## config.mk

```make
export PLATFORM = sky130hd
export DESIGN_NAME = pipeline_hazard_ctrl_flat
export DESIGN_NICKNAME = d
export VERILOG_FILES = /design/src/rtl/pipeline_hazard_ctrl_if.sv /design/src/rtl/pipeline_hazard_ctrl.sv /design/src/flat_wrapper.sv
export SDC_FILE = /design/constraint.sdc
export NUM_CORES = 1
export LEC_CHECK = 0
export BUFFER_PORTS_ARGS = -buffer_cell sky130_fd_sc_hd__buf_2
export CAP_MARGIN = 15
export CORE_MARGIN = 5
export CORE_UTILIZATION = 42
export DETAILED_ROUTE_END_ITERATION = 7
export PLACE_DENSITY = 0.73
export SLEW_MARGIN = 15
export SYNTH_ARGS = -nofsm -noshare
export SYNTH_HDL_FRONTEND = slang
export SYNTH_SLANG_ARGS = --single-unit
```

## constraint.sdc

```tcl
create_clock -name clk -period 1.8 [get_ports clk]
set_clock_uncertainty 0.05 [all_clocks]
set_input_delay 0.09 -clock clk [delete_from_list [all_inputs] [get_ports clk]]
set_output_delay 0.09 -clock clk [all_outputs]
set_load 0.05 [all_outputs]
```

## src/rtl/pipeline_hazard_ctrl_if.sv

```systemverilog
// Hazard-controller bundle: pipeline hazard sources in, stage enables out.
// slave = controller side, master = pipeline side.
interface pipeline_hazard_ctrl_if;
   logic        idex_mem_read;
   logic [4:0]  idex_rt;
   logic [4:0]  ifid_rs;
   logic [4:0]  ifid_rt;
   logic        exmem_mem_read;
   logic        exmem_mem_write;
   logic        exmem_branch;
   logic        exmem_zero;
   logic        dmem_ack;
   logic        pc_write;
   logic        ifid_write;
   logic        idex_stall;
   logic        exmem_stall;
   logic        ifid_flush;
   logic        idex_flush;
   logic        exmem_flush;
   logic        memwb_flush;
   logic        dmem_req;
   logic        branch_taken;
   logic [15:0] stall_count;
   logic        mem_timeout;

   modport slave (
      input  idex_mem_read, idex_rt, ifid_rs, ifid_rt,
      input  exmem_mem_read, exmem_mem_write,
      input  exmem_branch, exmem_zero, dmem_ack,
      output pc_write, ifid_write, idex_stall, exmem_stall,
      output ifid_flush, idex_flush, exmem_flush, memwb_flush,
      output dmem_req, branch_taken, stall_count, mem_timeout
   );

   modport master (
      output idex_mem_read, idex_rt, ifid_rs, ifid_rt,
      output exmem_mem_read, exmem_mem_write,
      output exmem_branch, exmem_zero, dmem_ack,
      input  pc_write, ifid_write, idex_stall, exmem_stall,
      input  ifid_flush, idex_flush, exmem_flush, memwb_flush,
      input  dmem_req, branch_taken, stall_count, mem_timeout
   );
endinterface

```

## src/rtl/pipeline_hazard_ctrl.sv

```systemverilog
// Pipeline hazard controller: memory wait > taken branch > load-use.
// Optional MEM_WAIT timeout enabled by macro PIPE_CTRL_TIMEOUT_EN.
module pipeline_hazard_ctrl (
   input  logic clk,
   input  logic reset,
   pipeline_hazard_ctrl_if.slave hz
);
   localparam logic [1:0] S_RUN       = 2'd0;
   localparam logic [1:0] S_MEM_WAIT  = 2'd1;
   localparam logic [1:0] S_BR_SHADOW = 2'd2;

   logic [1:0]  r_state;
   logic [1:0]  w_nstate;
   logic [15:0] r_stall_cnt;
   logic        w_mem;
   logic        w_brt;
   logic        w_lu;
   logic        w_hold;
   logic        w_active;
   logic        w_to_hit;
   logic        w_to;
   logic        w_pc_write;
   logic        w_ifid_write;
   logic        w_idex_stall;
   logic        w_exmem_stall;
   logic        w_ifid_flush;
   logic        w_idex_flush;
   logic        w_exmem_flush;
   logic        w_memwb_flush;
   logic        w_dmem_req;
   logic        w_branch_taken;

   assign w_mem = hz.exmem_mem_read | hz.exmem_mem_write;
   assign w_brt = hz.exmem_branch & hz.exmem_zero;
   assign w_lu  = hz.idex_mem_read && (hz.idex_rt != 5'd0) &&
                  ((hz.idex_rt == hz.ifid_rs) ||
                   (hz.idex_rt == hz.ifid_rt));
   // MEM_WAIT holds until ack even if the request line drops.
   assign w_hold = !hz.dmem_ack &&
                   ((r_state == S_MEM_WAIT) ||
                    ((r_state == S_RUN) && w_mem));
   assign w_active = (r_state != S_BR_SHADOW);

   always_comb begin
      w_pc_write     = 1'b1;
      w_ifid_write   = 1'b1;
      w_idex_stall   = 1'b0;
      w_exmem_stall  = 1'b0;
      w_ifid_flush   = 1'b0;
      w_idex_flush   = 1'b0;
      w_exmem_flush  = 1'b0;
      w_memwb_flush  = 1'b0;
      w_dmem_req     = 1'b0;
      w_branch_taken = 1'b0;
      w_nstate       = S_RUN;
      if (!reset) begin
         w_dmem_req = w_active & w_mem;
         if (w_hold) begin
            w_pc_write    = 1'b0;
            w_ifid_write  = 1'b0;
            w_idex_stall  = 1'b1;
            w_exmem_stall = 1'b1;
            w_memwb_flush = 1'b1;
            w_nstate      = w_to_hit ? S_RUN : S_MEM_WAIT;
         end else if (w_active && w_brt) begin
            w_branch_taken = 1'b1;
            w_ifid_flush   = 1'b1;
            w_idex_flush   = 1'b1;
            w_exmem_flush  = 1'b1;
            w_nstate       = S_BR_SHADOW;
         end else if (w_active && w_lu) begin
            w_pc_write   = 1'b0;
            w_ifid_write = 1'b0;
            w_idex_flush = 1'b1;
         end
      end
   end

   always_ff @(posedge clk or posedge reset) begin
      if (reset) begin
         r_state     <= S_RUN;
         r_stall_cnt <= 16'd0;
      end else begin
         r_state <= w_nstate;
         if (!w_pc_write && (r_stall_cnt != 16'hFFFF))
            r_stall_cnt <= r_stall_cnt + 16'd1;
      end
   end

`ifdef PIPE_CTRL_TIMEOUT_EN
   logic [7:0] r_wcnt;
   logic       r_to;

   // Counter sits at 0 outside MEM_WAIT, so entry starts a fresh count.
   assign w_to_hit = (r_state == S_MEM_WAIT) && !hz.dmem_ack &&
                     (r_wcnt == 8'd254);

   always_ff @(posedge clk or posedge reset) begin
      if (reset) begin
         r_wcnt <= 8'd0;
         r_to   <= 1'b0;
      end else begin
         if (r_state != S_MEM_WAIT || hz.dmem_ack || w_to_hit)
            r_wcnt <= 8'd0;
         else
            r_wcnt <= r_wcnt + 8'd1;
         if (w_to_hit)
            r_to <= 1'b1;
      end
   end
   assign w_to = r_to;
`else
   assign w_to_hit = 1'b0;
   assign w_to     = 1'b0;
`endif

   assign hz.pc_write     = w_pc_write;
   assign hz.ifid_write   = w_ifid_write;
   assign hz.idex_stall   = w_idex_stall;
   assign hz.exmem_stall  = w_exmem_stall;
   assign hz.ifid_flush   = w_ifid_flush;
   assign hz.idex_flush   = w_idex_flush;
   assign hz.exmem_flush  = w_exmem_flush;
   assign hz.memwb_flush  = w_memwb_flush;
   assign hz.dmem_req     = w_dmem_req;
   assign hz.branch_taken = w_branch_taken;
   assign hz.stall_count  = r_stall_cnt;
   assign hz.mem_timeout  = w_to;
endmodule

```

## src/flat_wrapper.sv

```systemverilog
// flat-port wrapper written by rule: the top's interface ports become plain ports
module pipeline_hazard_ctrl_flat 
  (clk, reset, hz_idex_mem_read, hz_idex_rt, hz_ifid_rs, hz_ifid_rt, hz_exmem_mem_read, hz_exmem_mem_write, hz_exmem_branch, hz_exmem_zero, hz_dmem_ack, hz_pc_write, hz_ifid_write, hz_idex_stall, hz_exmem_stall, hz_ifid_flush, hz_idex_flush, hz_exmem_flush, hz_memwb_flush, hz_dmem_req, hz_branch_taken, hz_stall_count, hz_mem_timeout);
  pipeline_hazard_ctrl_if hz_i ();
  input  logic clk;
  input  logic reset;
  input wire logic [$bits(hz_i.idex_mem_read)-1:0] hz_idex_mem_read;
  input wire logic [$bits(hz_i.idex_rt)-1:0] hz_idex_rt;
  input wire logic [$bits(hz_i.ifid_rs)-1:0] hz_ifid_rs;
  input wire logic [$bits(hz_i.ifid_rt)-1:0] hz_ifid_rt;
  input wire logic [$bits(hz_i.exmem_mem_read)-1:0] hz_exmem_mem_read;
  input wire logic [$bits(hz_i.exmem_mem_write)-1:0] hz_exmem_mem_write;
  input wire logic [$bits(hz_i.exmem_branch)-1:0] hz_exmem_branch;
  input wire logic [$bits(hz_i.exmem_zero)-1:0] hz_exmem_zero;
  input wire logic [$bits(hz_i.dmem_ack)-1:0] hz_dmem_ack;
  output wire logic [$bits(hz_i.pc_write)-1:0] hz_pc_write;
  output wire logic [$bits(hz_i.ifid_write)-1:0] hz_ifid_write;
  output wire logic [$bits(hz_i.idex_stall)-1:0] hz_idex_stall;
  output wire logic [$bits(hz_i.exmem_stall)-1:0] hz_exmem_stall;
  output wire logic [$bits(hz_i.ifid_flush)-1:0] hz_ifid_flush;
  output wire logic [$bits(hz_i.idex_flush)-1:0] hz_idex_flush;
  output wire logic [$bits(hz_i.exmem_flush)-1:0] hz_exmem_flush;
  output wire logic [$bits(hz_i.memwb_flush)-1:0] hz_memwb_flush;
  output wire logic [$bits(hz_i.dmem_req)-1:0] hz_dmem_req;
  output wire logic [$bits(hz_i.branch_taken)-1:0] hz_branch_taken;
  output wire logic [$bits(hz_i.stall_count)-1:0] hz_stall_count;
  output wire logic [$bits(hz_i.mem_timeout)-1:0] hz_mem_timeout;
  assign hz_i.idex_mem_read = hz_idex_mem_read;
  assign hz_i.idex_rt = hz_idex_rt;
  assign hz_i.ifid_rs = hz_ifid_rs;
  assign hz_i.ifid_rt = hz_ifid_rt;
  assign hz_i.exmem_mem_read = hz_exmem_mem_read;
  assign hz_i.exmem_mem_write = hz_exmem_mem_write;
  assign hz_i.exmem_branch = hz_exmem_branch;
  assign hz_i.exmem_zero = hz_exmem_zero;
  assign hz_i.dmem_ack = hz_dmem_ack;
  assign hz_pc_write = hz_i.pc_write;
  assign hz_ifid_write = hz_i.ifid_write;
  assign hz_idex_stall = hz_i.idex_stall;
  assign hz_exmem_stall = hz_i.exmem_stall;
  assign hz_ifid_flush = hz_i.ifid_flush;
  assign hz_idex_flush = hz_i.idex_flush;
  assign hz_exmem_flush = hz_i.exmem_flush;
  assign hz_memwb_flush = hz_i.memwb_flush;
  assign hz_dmem_req = hz_i.dmem_req;
  assign hz_branch_taken = hz_i.branch_taken;
  assign hz_stall_count = hz_i.stall_count;
  assign hz_mem_timeout = hz_i.mem_timeout;
  pipeline_hazard_ctrl u_core (.clk(clk), .reset(reset), .hz(hz_i));
endmodule
```

==> impl_metrics.ini, run 1 <==
[placed_design]
dp_hpwl_mm = 2.23
place_ws_ps = -164
placed_area_mm2 = 0.00160
gp_congestion = 0.834
io_buffer_count = 48

[worst_setup_path]
cp.required_ps = 1660
path_class = flop to primary output
critPathMaxFanout = 6
slowest_delay_ps = 460
end_kind = primary output
cp.arrival_ps = 1770
critPathBufInv = 2
path_cells = nand2b_4, and3_4, o41a_4, buf_6, buf_8
crit_family = compound AO/OA/AOI/OAI gates
worstSetupPathDepth = 5
r2r_cells = 6
rrSetupSlack_ps = -90
start_kind = flop
cpMaxStageDelayCell = o41a_4

[clock_tree]
path_clk_slew_ps = 100
insertion_delay_ps = 300
cts.sinks = 18
cts_tree = done
clock-root-buffer = clkbuf_4
cts_max_path_buffers = 2
ctsHtreeMaxLevel = 1
cts_buffers = 3

[cells_and_area]
area_growth_pct = 66.1
layout.nets = 216
n_antenna_cell = 0
fin_area_mm2 = 0.00193
drive_above_1_share_pct = 68.1

[yosys]
syn_avg_cell_area_um2 = 10.4
ys.flop_type = dfrtp_1
synthAdderAreaFrac_pct = 1.08
synthSimpleGateAreaFrac_pct = 29.7
synth_compound_area_share_pct = 3.55
yosysUniqueCellTypes = 28
synth-xor-area-share_pct = 18.1
post-synth-top-count-cell = xor2_1
synth_edf_count = 0
synth_top_family_by_area = simple AND/OR/NAND/NOR gates
netlist_area_mm2 = 0.00116
ys_seq_area_share_pct = 38.8
synth_top_cell_by_area = dfrtp_1
postSynth.asyncResetShare_pct = 100
syn-num-nets = 136
ys_seq_elements = 18
netlist_instances = 112
synth_warnings = 0
yosysTopAreaCellShare_pct = 38.8
synthMuxAreaShare_pct = 1.94
ys_top_cells_by_area = dfrtp_1, xor2_1, nor3_2, buf_4, nor4_4
ys_top_cells_by_count = xor2_1, dfrtp_1, nor2_1, nor3_2, nand2_1

[pwr]
power.leakage_nw = 0.925
p_per_area_mw_per_mm2 = 882
total_power_mw = 1.70
ir_worst_vdd_v = 0.00101

[timing]
fin_crit_ps = 1910
fmax_mhz = 524
finalSetupViolations = 13
hold_viol = 0
holdWs_ps = 107
rsz0062_at_grt = true
setup_ws_ps = -109
slew_viol_final = 0
tns_ps = -629
period_share_pct = 106

[grt]
overflow = 0
grt_pass1_wl_mm = 5.04
antenna_found_initial = 0
grt_max_degree = 19
track_usage_pct = 15.6
first_global_vias = 1188

[floorplan]
dieHeight_um = 62.6
die_area_mm2 = 0.00392
core.rowCount = 19
ios = 50
core_mm2 = 0.00271
start_util_pct = 42.9
die-width_um = 62.6

[run]
cap_violations = 0

[routing]
drt_pre_antenna_iters = 4
drt_iter0_drc = 26
wirelength_mm = 3.35
ant_nets = 0
drcViolationCount = 0
vias_per_cell = 5.06
wl_per_cell_um = 15.1
via_count = 1123

[run_status]
violations = negative setup slack
status = complete, but fails checks

[worst_hold_path]
hold_depth = 4
hp-class = input port to flop
layout make-up:
type | count | area [µm²]
multi-input combinational | 83 | 792
timing repair buffer | 84 | 592
tap | 31 | 38.8
fill | 210 | 779
inverter | 2 | 7.51
clock buffer | 4 | 36.3
sequential | 18 | 464
through the flow:
step / cells / utilization (%)
after floorplan: 112 / -
after global placement: 205 / 58.9
after detailed placement: 205 / 58.9
after CTS: 215 / 64.9
after global routing: 222 / 71.2
final: 222 / 71.2
flip-flops by register name, summed over array words and instances (netlist names):
signal                 flops
u_core.r_state             2
u_core.hz.stall_count     16
worst min-delay path, cell delays in order:
cell	delay [ps]
buf_2	90
nor3_2	60
nand2_1	100
inv_1	70
where the power goes:
part / switching [mW] / internal, mW / leakage, nW
clock network: 0.132 / 0.123 / 0.0210
registers: 0.0632 / 0.494 / 0.219
logic: 0.587 / 0.302 / 0.685
total: 0.782 / 0.920 / 0.925
layer usage:
metal / track usage (%) / routed length [µm]
met5: 0 / 0
met4: 4.77 / 51
met3: 4.32 / 215
met2: 29.7 / 1850
met1: 16.3 / 1230
path summary, 6_finish.rpt:
kind,start,endpoint
setup / recovery,u_core.r_state[0]$_DFF_PP0_,hz_ifid_write
hold / removal,hz_dmem_ack,u_core.r_state[0]$_DFF_PP0_
setup reg to reg,u_core.r_state[0]$_DFF_PP0_,u_core.hz.stall_count[1]$_DFFE_PP0P_
hold reg to reg,u_core.hz.stall_count[8]$_DFFE_PP0P_,u_core.hz.stall_count[8]$_DFFE_PP0P_
max in group asynchronous,reset,u_core.hz.stall_count[11]$_DFFE_PP0P_
min in group asynchronous,reset,u_core.hz.stall_count[7]$_DFFE_PP0P_
kinds of logic (layout without fill, tap and decap cells):
| kind of cell | Yosys count | in the layout |
|---|---|---|
| flops | 18 | 18 |
| compound gates | 4 | 4 |
| mux | 2 | 2 |
| xor+xnor | 24 | 24 |
| fa+ha+maj | 1 | 1 |
| simple gates | 51 | 51 |
| other cells | 1 | 1 |
| buf+inv | 11 | 90 |
placed cells by master (no fill, tap or decap), drive strengths merged, types with 2 or more instances in the layout:
master  instances
xor2           24
dfrtp          18
nand3           7
nor4            4
nor2            9
and3            3
buf            83
nand2           8
nor3b           2
clkbuf          4
nor3           12
mux2            2
and4            2
inv             2
what timing repair did:
| action | in CTS | in global routing |
|---|---|---|
| setup buffers | 5 | 7 |
| hold endpoints to repair | 18 | 0 |
| setup endpoints to repair | 21 | 25 |
| hold buffers | 1 | 0 |
| resized for setup | 17 | 24 |
| pin swaps | 9 | 11 |
Note: power is estimated with default switching activity, not from simulation.
==> run 2, diff against run 1 <==
- ABC_AREA: default -> 1
- CORE_UTILIZATION: 42 -> 44
==> run 2 against run 1 <==
The flow now finishes without violations. Utilization down 14 points. Global-route usage down 0.20 points. Power down 30%. Register-to-register slack better by 240 ps. Maximum frequency up 13%. Count of clock-buffer cells in the layout unchanged. Synthesized cell count up 81%. Clock power down 16%. Worst hold slack worse by 7.1 ps. First-iteration DRC count up 92%. Synthesized area up 16%. Largest cell class unchanged.
==> impl_metrics.ini, run 2 <==
[floorplan]
ios = 50
start_util_pct = 45.1
dieHeight_um = 65.5
core.rowCount = 20
die_area_mm2 = 0.00429
core_mm2 = 0.00300
die-width_um = 65.5

[cells_and_area]
regArea_um2 = 459
layout_common_cells = nand2_1, buf_2, inv_1, nand3_1, nor2_1
n_antenna_cell = 0
drive_above_1_share_pct = 28.1
final_common_cell = nand2_1
layout.nets = 278
area_growth_pct = 26.2
multiInputGateArea_um2 = 762
finish.utilization_pct = 56.9
largest_reg_flops = 16
fill_cells = 296

[yosys]
synth_edf_count = 0
syn_avg_cell_area_um2 = 6.67
yosysTopAreaCellShare_pct = 33.3
netlist_area_mm2 = 0.00135
yosysUniqueCellTypes = 24
syn-num-nets = 227
synth_top_cell_by_area = dfrtp_1
ys_top_cells_by_count = nand2_1, inv_1, nand3_1
ys.flop_type = dfrtp_1
postSynth.asyncResetShare_pct = 100
post-synth-top-count-cell = nand2_1
netlist_instances = 203
ys_top_cells_by_area = dfrtp_1, nand2_1, nand3_1, inv_1, nor2_1
synth_warnings = 0
ys_seq_elements = 18
ys_seq_area_share_pct = 33.3

[clock_tree]
ctsHtreeMaxLevel = 1
cts_tree = done
path_clk_slew_ps = 100
cts_buffers = 3
cts.sinks = 18
insertion_delay_ps = 300
clock-root-buffer = clkbuf_4
cts_max_path_buffers = 2

[routing]
wl_per_cell_um = 10.8
drt_iter0_drc = 50
vias_per_cell = 4.65
ant_nets = 0
drt_pre_antenna_iters = 4
via_count = 1331
drcViolationCount = 0
wirelength_mm = 3.10

[worst_setup_path]
path_class = flop to primary output
slowest_delay_ps = 400
path_cells = nor2_1, nor2_1, nor2_1, nand3_1, nand2_4, clkinvlp_4, buf_4
cp.required_ps = 1660
critPathMaxFanout = 3
rrSetupSlack_ps = 150
cpMaxStageDelayCell = dfrtp_1
start_kind = flop
crit_top_cell = nor2_1
cp.arrival_ps = 1550
end_kind = primary output

[placed_design]
io_buffer_count = 48
dp_hpwl_mm = 2.41
gp_congestion = 0.800

[grt]
antenna_found_initial = 0
overflow = 0
grt_max_degree = 17
grt_pass1_wl_mm = 5.20
track_usage_pct = 15.4
first_global_vias = 1212

[run]
cap_violations = 0

[timing]
finalSetupViolations = 0
slew_viol_final = 0
fin_crit_ps = 1690
rsz0062_at_grt = false
hold_viol = 0
tns_ps = 0
period_share_pct = 94.1
fmax_mhz = 590

[worst_hold_path]
hp-class = input port to flop

[pwr]
power.leakage_nw = 1.01
p_per_area_mw_per_mm2 = 701
ir_worst_vdd_v = 0.000489

[run_status]
status = finished clean
[run 2: cell types whose count changed in the layout (fill, tap and decap cells not counted), moves of 7 or more]
cell     delta
nand2_1    +66
buf_4      -22
inv_1      +22
nand3_1    +18
nor2_1     +16
xor2_1     -16
nor3_2      -8
xnor2_1     +7
[run 2: final timing paths]
path                                                       from                               endpoint  depth (start not counted)
max                                 u_core.r_state[0]$_DFF_PP0_                            hz_pc_write                          7
min                                                 hz_dmem_ack            u_core.r_state[0]$_DFF_PP0_                          4
max reg2reg                         u_core.r_state[0]$_DFF_PP0_   u_core.hz.stall_count[5]$_DFFE_PP0P_                          9
min reg2reg                u_core.hz.stall_count[1]$_DFFE_PP0P_   u_core.hz.stall_count[1]$_DFFE_PP0P_                          2
max in group asynchronous                                 reset   u_core.hz.stall_count[4]$_DFFE_PP0P_                          4
min in group asynchronous                                 reset  u_core.hz.stall_count[10]$_DFFE_PP0P_                          4
[run 2: through the flow]
step | area [µm²] | setup WS [ps] | total power [mW] | cells | hold WS, ps
floorplan | 1370 | 11.6 | 0.860 | 203 | -1.71
global placement | 1610 | 187 | 0.971 | 279 | 68.8
detailed placement | 1610 | 171 | 0.978 | 279 | 92.3
CTS | 1680 | 33.2 | 1.20 | 286 | 91.2
global route | 1710 | 8.69 | 1.27 | 286 | 130
finish | 1710 | 106 | 1.20 | 286 | 100
[run 2: cell families after synthesis]
group           Yosys count  share of synthesized area (%)
xor+xnor                 15                           9.70
fa+ha+maj                 1                          0.924
buf+inv                  34                           12.0
simple gates            130                           42.1
other cells               1                          0.277
flops                    18                           33.3
compound gates            4                           1.66
[run 2: repair_timing]
item,CTS,global route
pin swaps,1,1
endpoints found under the hold margin,18,0
endpoints found under the setup margin,2,6
gates resized for setup,3,12
hold buffers,2,0
buffers inserted,1,0
[run 2: final cells by class]
type	instances	share of cell area (%)
multi-input combinational	151	44.6
sequential	18	26.9
timing repair buffer	55	18.8
inverter	25	5.71
tap	33	2.42
clock buffer	4	1.54
[run 2: critical path, delay by kind of cell (launching register included)]
kind | cells | cell delay (ps)
AND/OR/NAND/NOR | 5 | 580
flip-flops | 1 | 400
buffers and inverters | 2 | 260
[run 2: power breakdown]
| part | leakage [nW] | internal [mW] | total [mW] | switching (mW) |
|---|---|---|---|---|
| Clock | 0.0150 | 0.0866 | 0.214 | 0.127 |
| Sequential | 0.235 | 0.453 | 0.514 | 0.0609 |
| Combinational | 0.756 | 0.139 | 0.468 | 0.330 |
| Total | 1.01 | 0.678 | 1.20 | 0.518 |
[run 2: metal layers]
layer	track usage [%]	part of all wire [%]
met1	19.9	47
met2	24.9	45
met3	3.59	6.5
met4	5.70	1.2
met5	0	0
==> run 3, diff against run 2 <==
- CORE_UTILIZATION: 44 -> 45
- CTS_BUF_LIST: default -> sky130_fd_sc_hd__clkbuf_8
- PLACE_DENSITY: 0.73 -> 0.75
==> run 3 against run 2 <==
Count of clock-buffer cells in the layout unchanged. Sequential share of layout area is 0.95 points lower. Final area grew 3.7%. Worst hold slack improved by 74 ps. Critical path depth is the same.
==> impl_metrics.ini, run 3 (same netlist as run 2, synthesis figures left out) <==
[grt]
overflow = 0
first_global_vias = 1365
antenna_found_initial = 0
grt_pass1_wl_mm = 5.69
track_usage_pct = 16.8
grt_max_degree = 17

[worst_setup_path]
path_class = input port to primary output
crit_top_cell = buf_4
cpMaxStageDelayCell = dlygate4sd3_1
rrSetupSlack_ps = 170
critPathMaxFanout = 10
path_cells = dlygate4sd3_1, buf_2, inv_1, buf_4, o21ai_0, nor2_2, buf_4
critPathBufInv = 5
start_kind = input port
crit_family = buffers and inverters
cp.arrival_ps = 1600
end_kind = primary output
cp.required_ps = 1660
worstReg2RegEnd = u_core.hz.stall_count[9]$_DFFE_PP0P_
r2r_cells = 8
slowest_delay_ps = 530
rr_startpoint = u_core.r_state[0]$_DFF_PP0_

[cells_and_area]
final_common_cell = nand2_1
drive_above_1_share_pct = 30.4
largest_reg_flops = 16
layout_common_cells = nand2_1, buf_2, nand3_1
n_antenna_cell = 0
layout.nets = 282
fin_area_mm2 = 0.00177
finish.utilization_pct = 59.5
area_growth_pct = 30.8

[timing]
rsz0062_at_grt = true
slew_viol_final = 0
fmax_mhz = 576
setup_ws_ps = 63.6
fin_crit_ps = 1740
finalSetupViolations = 0
hold_viol = 0
period_share_pct = 96.5

[placed_design]
io_buffer_count = 48
gp_congestion = 0.839
dp_hpwl_mm = 2.50
placed_area_mm2 = 0.00160
place_ws_ps = 185

[routing]
drt_iter0_drc = 42
via_count = 1378
wirelength_mm = 3.20
drt_pre_antenna_iters = 4
wl_per_cell_um = 11.0
vias_per_cell = 4.75
drcViolationCount = 0
ant_nets = 0

[pwr]
ir_worst_vdd_v = 0.000622
total_power_mw = 1.33
power.leakage_nw = 1.04
p_per_area_mw_per_mm2 = 749

[floorplan]
die-width_um = 64.9
dieHeight_um = 64.9
core.rowCount = 20
core_mm2 = 0.00298
ios = 50
die_area_mm2 = 0.00421
start_util_pct = 45.5

[clock_tree]
clock-root-buffer = clkbuf_8
insertion_delay_ps = 260
path_clk_slew_ps = 70
cts_max_path_buffers = 2
cts_tree = done
cts.sinks = 18
cts_buffers = 3
ctsHtreeMaxLevel = 1

[worst_hold_path]
min_from = hz_dmem_ack
min_to = u_core.r_state[0]$_DFF_PP0_
hp-class = input port to flop
hold_depth = 4

[run]
cap_violations = 0

[run_status]
status = finished clean
## run 3: worst min-delay path, cell delays in order
cell and delay [ps]:
buf_2 90, nor2_1 40, nand2_1 110, inv_1 100
## run 3: layout make-up
cell class	count	area [µm²]
Fill cell	285	1210
Multi-Input combinational cell	151	764
Sequential cell	18	459
Timing Repair Buffer	59	353
Inverter	25	97.6
Clock buffer	4	55.1
Tap cell	33	41.3
## run 3: metal layers
metal,wire length (µm),up-vias,global-route usage (%)
met5,0,-,0
met4,33,0,4.75
met3,194,5,4.16
met2,1570,34,29.5
met1,1390,614,20.3
li1,-,725,-
## run 3: how the worst max path moves through the flow
| stage | start | endpoint | cells past startpoint |
|---|---|---|---|
| after floorplan | u_core.hz.stall_count[6]$_DFFE_PP0P_ | u_core.hz.stall_count[11]$_DFFE_PP0P_ | 7 |
| after global placement | u_core.hz.stall_count[6]$_DFFE_PP0P_ | u_core.hz.stall_count[5]$_DFFE_PP0P_ | 7 |
| after detailed placement | u_core.hz.stall_count[6]$_DFFE_PP0P_ | u_core.hz.stall_count[7]$_DFFE_PP0P_ | 7 |
| after CTS | reset | hz_branch_taken | 7 |
| after global routing | reset | hz_ifid_flush | 7 |
| final | reset | hz_branch_taken | 7 |
## run 3: repair_timing
action                                 4_1_cts  5_1_grt
resized for setup                            0       14
buffers inserted                             0        7
setup endpoints to repair                    0       17
hold buffers                                 1        0
endpoints found under the hold margin       18        0
## run 3: metrics by stage
stage               setup TNS, ps  hold slack, ps  cells
CTS                             0             133    283
global placement                0            78.2    278
detailed placement              0            90.5    278
finish                          0             175    290
global route                 -151             203    290
floorplan                       0           -1.71    203
## run 3: where the power goes
group	leakage [nW]	internal, mW	switching (mW)	total, mW
sequential	0.235	0.454	0.0605	0.514
combinational	0.777	0.143	0.331	0.474
clock	0.0288	0.195	0.144	0.338
total	1.04	0.791	0.535	1.33
